**src/rtl/alu_seq_cc.sv**
```systemverilog
// alu_seq_cc: registered execute-stage ALU with valid/ready handshake, iterative signed multiply and condition codes
module alu_seq_cc #(
    parameter int W          = 64,
    parameter bit ENABLE_MUL = 1'b1
) (
    input  logic         clk,
    input  logic         rst,
    input  logic         in_valid,
    output logic         in_ready,
    input  logic [2:0]   op,
    input  logic         set_cc,
    input  logic [W-1:0] a,
    input  logic [W-1:0] b,
    output logic         out_valid,
    input  logic         out_ready,
    output logic [W-1:0] result,
    output logic         err,
    output logic         zf,
    output logic         sf,
    output logic         of
);
    localparam int CW = $clog2(W);
    typedef enum logic [1:0] {IDLE, MUL_BUSY, DONE} state_t;
    state_t         r_state, w_state_nx;
    logic [W-1:0]   r_result;
    logic           r_err, r_zf, r_sf, r_of;
    logic [2*W-1:0] r_acc, r_mc, w_acc_nx, w_prod;
    logic [W-1:0]   r_mp, w_a_mag, w_b_mag, w_alu_res, w_mul_res;
    logic           r_neg, r_set_cc;
    logic [CW-1:0]  r_cnt;
    logic           w_accept, w_is_mul, w_is_alu, w_alu_of, w_mul_of, w_mul_done;
    assign in_ready  = r_state == IDLE || (r_state == DONE && out_ready);
    assign out_valid = r_state == DONE;
    assign result    = r_result;
    assign err       = r_err;
    assign zf        = r_zf;
    assign sf        = r_sf;
    assign of        = r_of;
    always_comb begin
        w_accept   = in_valid && in_ready;
        w_is_mul   = ENABLE_MUL && op == 3'd4;
        w_is_alu   = !op[2];
        w_alu_res  = op == 3'd0 ? b + a : op == 3'd1 ? b - a : op == 3'd2 ? a & b : a ^ b;
        w_alu_of   = op == 3'd0 ? (a[W-1] == b[W-1]) && (w_alu_res[W-1] != a[W-1]) :
                     op == 3'd1 ? (a[W-1] != b[W-1]) && (w_alu_res[W-1] != b[W-1]) : 1'b0;
        w_a_mag    = a[W-1] ? -a : a;
        w_b_mag    = b[W-1] ? -b : b;
        w_acc_nx   = r_acc + (r_mp[0] ? r_mc : '0);
        w_prod     = r_neg ? -w_acc_nx : w_acc_nx;
        w_mul_res  = w_prod[W-1:0];
        w_mul_of   = w_prod[2*W-1:W] != {W{w_prod[W-1]}};
        w_mul_done = r_state == MUL_BUSY && r_cnt == '0;
        w_state_nx = w_accept ? (w_is_mul ? MUL_BUSY : DONE) :
                     w_mul_done ? DONE :
                     (r_state == DONE && out_ready) ? IDLE : r_state;
    end
    // Bit 0 of the multiplier is consumed at acceptance so the last of W bits lands on edge W
    always_ff @(posedge clk) begin
        if (rst) begin
            r_state  <= IDLE;
            r_result <= '0;
            r_err    <= 1'b0;
            r_zf     <= 1'b1;
            r_sf     <= 1'b0;
            r_of     <= 1'b0;
            r_acc    <= '0;
            r_mc     <= '0;
            r_mp     <= '0;
            r_neg    <= 1'b0;
            r_set_cc <= 1'b0;
            r_cnt    <= '0;
        end else begin
            r_state <= w_state_nx;
            if (w_accept && w_is_mul) begin
                r_acc    <= w_b_mag[0] ? {{W{1'b0}}, w_a_mag} : '0;
                r_mc     <= {{(W-1){1'b0}}, w_a_mag, 1'b0};
                r_mp     <= w_b_mag >> 1;
                r_neg    <= a[W-1] ^ b[W-1];
                r_set_cc <= set_cc;
                r_cnt    <= CW'(W-2);
            end else if (r_state == MUL_BUSY) begin
                r_acc <= w_acc_nx;
                r_mc  <= r_mc << 1;
                r_mp  <= r_mp >> 1;
                r_cnt <= r_cnt - 1'b1;
            end
            if (w_accept && !w_is_mul) begin
                r_result <= w_is_alu ? w_alu_res : '0;
                r_err    <= !w_is_alu;
                if (w_is_alu && set_cc) begin
                    r_zf <= w_alu_res == '0;
                    r_sf <= w_alu_res[W-1];
                    r_of <= w_alu_of;
                end
            end else if (w_mul_done) begin
                r_result <= w_mul_res;
                r_err    <= 1'b0;
                if (r_set_cc) begin
                    r_zf <= w_mul_res == '0;
                    r_sf <= w_mul_res[W-1];
                    r_of <= w_mul_of;
                end
            end
        end
    end
endmodule

```
**config.mk**
```make
export PLATFORM = sky130hd
export DESIGN_NAME = alu_seq_cc
export DESIGN_NICKNAME = d
export VERILOG_FILES = /design/src/rtl/alu_seq_cc.sv
export SDC_FILE = /design/constraint.sdc
export NUM_CORES = 2
export LEC_CHECK = 0
export CORE_MARGIN = 2
export CORE_UTILIZATION = 54
export DETAILED_ROUTE_END_ITERATION = 7
export PLACE_DENSITY = 0.74
export SETUP_SLACK_MARGIN = 0.5
export SLEW_MARGIN = 20
export SYNTH_ARGS = -nofsm -noshare
export SYNTH_HDL_FRONTEND = slang
export SYNTH_SLANG_ARGS = --single-unit
export TNS_END_PERCENT = 1
```
**constraint.sdc**
```tcl
create_clock -name clk -period 9.55 [get_ports clk]
set_clock_uncertainty 0.2 [all_clocks]
set_input_delay 2.3875 -clock clk [delete_from_list [all_inputs] [get_ports clk]]
set_output_delay 2.3875 -clock clk [all_outputs]
set_load 0.01 [all_outputs]
```
==> impl_metrics.json <==
{
  "area_growth_pct": 11.3,
  "avgRoutedWirePerCell_um": 28.1,
  "initial_core_util_pct": 54.3,
  "r2r_cells": 23,
  "yosysTopAreaCellShare_pct": 18.2,
  "hold_start": "r_mc[94]$_SDFFE_PP0P_",
  "relSlewSlack_pct": 12.7,
  "fp.dieW_um": 288,
  "met1_length_um": 78700,
  "via_count": 53700,
  "synth_edf_count": 0,
  "status": "complete, but fails checks",
  "grt_setup_unrepaired": "false",
  "yosysTopAreaCell": "dfxtp_1",
  "cts.sinks": 396,
  "drive_above_1_share_pct": 6.02,
  "place_inst": 7444,
  "fin_crit_ns": 8.82,
  "syn-cell-area_um2": 43600,
  "worst_pin_slew_ns": 1.31,
  "fill_cells": 7677,
  "required_ns": 9.81,
  "path_clk_slew_ns": 0.07,
  "crit_fanout": 41,
  "viasPerCell": 7.12,
  "min_path_cells": 2,
  "timing.final.crit_share_pct": 92.3,
  "cts_tree": "built",
  "postRouteAntennaNets": 0,
  "routed-wl-met2_um": 88000,
  "clock-root-buffer": "clkbuf_16",
  "num_rows": 104,
  "grt_max_degree": 202,
  "synth_seq_area_share_pct": 18.2,
  "cp-startpoint": "r_mp[0]$_SDFFE_PP0P_",
  "grt_pass1_vias": 48800,
  "syn_avg_cell_area_um2": 6.77,
  "syn_inst": 6439,
  "place.gp.congestion": 1.13,
  "clk_latency_ns": 0.65,
  "cts_max_level": 2,
  "met3WireLength_um": 27700,
  "r2r_start": "r_mp[0]$_SDFFE_PP0P_",
  "async_flop_share_pct": 0,
  "grt_pass1_wl_um": 309000,
  "p_leak_nw": 18.7,
  "hpwl_um": 164000,
  "die_area_um2": 83100,
  "ys.flop_type": "dfxtp_1",
  "failed_checks": "DRC",
  "dpl_cell_area_um2": 46700,
  "final_cell_area_um2": 48500,
  "instances_no_fill": 7541,
  "final-max-slew-violation-count": 0,
  "cts_setup_buffers": 0,
  "syn_nets": 6835,
  "power_density_nw_per_um2": 116,
  "synth_area_leaders": "dfxtp_1, a21oi_1, ha_1",
  "finalNetCount": 6833,
  "drtIter0Drc": 7751,
  "cp-start-kind": "register",
  "tns_ns": 0,
  "critPathCaptureType": "register",
  "portBuffers": 205,
  "yosysWarnings": 0,
  "top_layer_used": "met5",
  "clockBufferDepth": 3,
  "cp.arrival_ns": 9.08,
  "totalWireLength_um": 212000,
  "setup_viol": 0,
  "yosysUniqueCellTypes": 108,
  "coreArea_um2": 80300,
  "cap_violations": 0,
  "holdCritPathClass": "register to register",
  "grtUsageTotal_pct": 48.5,
  "fmax_ghz": 0.113,
  "io_pins": 206,
  "dieHeight_um": 288,
  "drt_pass1_iterations": 8,
  "hold_buffers": 0,
  "ir_worst_vdd_v": 0.000161,
  "cts_buffers": 50,
  "final_hold_viol_count": 0,
  "crit_type": "register to register",
  "drcViolationCount": 3,
  "ctsResizeCount": 0,
  "grt.overflow.total": 0,
  "ys_seq_elements": 396,
  "finish.utilization_pct": 60.5,
  "antenna_found_initial": 9
}
## per-layer routing
metal	vias up	track usage [%]
met3	949	13.9
met4	6	34.4
met5	-	0
met2	3848	72.7
li1	23700	-
met1	25200	59.7
## cell usage after synthesis (70+ instances only)
| library cell | count |
|---|---|
| nand4_1 | 119 |
| xor2_1 | 94 |
| clkbuf_1 | 371 |
| inv_1 | 178 |
| nor4_1 | 70 |
| o31ai_1 | 112 |
| nand3_1 | 105 |
| dfxtp_1 | 396 |
| nand2_1 | 801 |
| and2_1 | 169 |
| a22oi_1 | 150 |
| a21oi_1 | 725 |
| xnor2_1 | 252 |
| o21ai_0 | 347 |
| a21o_1 | 98 |
| ha_1 | 257 |
| nor3_1 | 223 |
| or3_1 | 70 |
| nor2_1 | 734 |
## area by class of cell
class / instances / area (µm²) / share of cell area [%]
multi-input combinational: 5436 / 33500 / 69.0
inverter: 182 / 683 / 1.41
timing repair buffer: 371 / 3330 / 6.86
antenna: 2 / 5.00 / 0.0103
tap: 1060 / 1330 / 2.73
sequential: 396 / 7940 / 16.3
clock inverter: 31 / 375 / 0.773
clock buffer: 63 / 1390 / 2.87
## path summary, 6_finish.rpt
| kind | slack, ns | to |
|---|---|---|
| hold / removal | 0.25 | r_mc[95]$_SDFFE_PP0P_ |
| setup / recovery | 0.73 | of$_SDFFE_PP0P_ |
| setup reg to reg | 0.73 | of$_SDFFE_PP0P_ |
| hold reg to reg | 0.25 | r_mc[95]$_SDFFE_PP0P_ |
## through the flow
step / hold WS, ns / total power, mW / setup slack, ns
after floorplan: 0.232 / 2.74 / 2.34
after global placement: 0.243 / 3.46 / 0.509
after detailed placement: 0.243 / 3.46 / 0.618
after CTS: 0.253 / 5.55 / 0.702
after global routing: 0.279 / 5.77 / 0.563
final: 0.246 / 5.64 / 0.733
## cells in the final DEF, fill, tap and decap left out, types with 22 or more instances in the layout
cell type,Yosys,routed
clkbuf_16,0,51
o21ai_1,28,29
a22oi_1,150,150
mux2i_1,38,38
and2_1,169,169
or4_1,61,61
a31oi_1,51,51
and3_1,42,42
o21bai_1,67,67
or3_1,70,70
o41ai_1,48,48
nand3_1,105,105
a21oi_1,725,724
nor3_1,223,221
nand2_1,801,800
or2_2,37,37
nand4_1,119,119
nor2_1,734,725
o211ai_1,48,48
a2111oi_0,23,22
and4_1,22,22
clkdlybuf4s50_1,0,200
a211oi_1,60,60
a311oi_1,57,56
a21o_1,98,98
ha_1,257,257
o22ai_1,38,38
o21a_1,47,47
nor2b_1,36,35
o31ai_1,112,112
nand2b_1,44,42
o21ai_0,347,346
a221oi_1,47,47
buf_4,0,161
dfxtp_1,396,394
inv_1,178,178
xnor2_1,252,252
xor2_1,94,94
nor4_1,70,69
## cell families after synthesis
family / count (synthesis) / synth area share (%)
simple gates: 2600 / 28.3
compound gates: 2182 / 32.6
buf+inv: 607 / 5.31
flops: 396 / 18.2
xor+xnor: 346 / 6.95
fa+ha+maj: 260 / 7.51
mux: 48 / 1.13
## sequential cells by signal (all words and copies together), names as in the netlist
register / flops
zf: 1
r_set_cc: 1
result: 64
r_mc: 127
r_acc: 128
r_neg: 1
sf: 1
r_state: 2
err: 1
r_mp: 63
r_cnt: 6
of: 1
## critical path: stages, from the launching register on
cell and delay (ns):
dfxtp_4 0.48, and2_1 0.22, ha_1 0.22, fa_1 0.46, a21o_1 0.25, a221oi_4 0.35
o211ai_1 0.46, and3_1 0.47, o31ai_1 0.71, nand2_1 0.37, or3_1 0.43, a211oi_2 0.33
nand4_1 0.31, buf_4 0.30, or3_1 0.39, or3_4 0.45, o21ai_0 0.24, xor2_1 0.17
or4_1 0.61, nor4bb_1 0.32, o22ai_1 0.11, nor4_1 0.46, buf_4 0.23, a211oi_1 0.08
## where the power goes
part,switching (mW),internal (mW)
registers,0.0448,1.70
clock network,0.884,1.23
logic,1.19,0.598
total,2.12,3.53
Note: power is estimated with default switching activity, not from simulation.
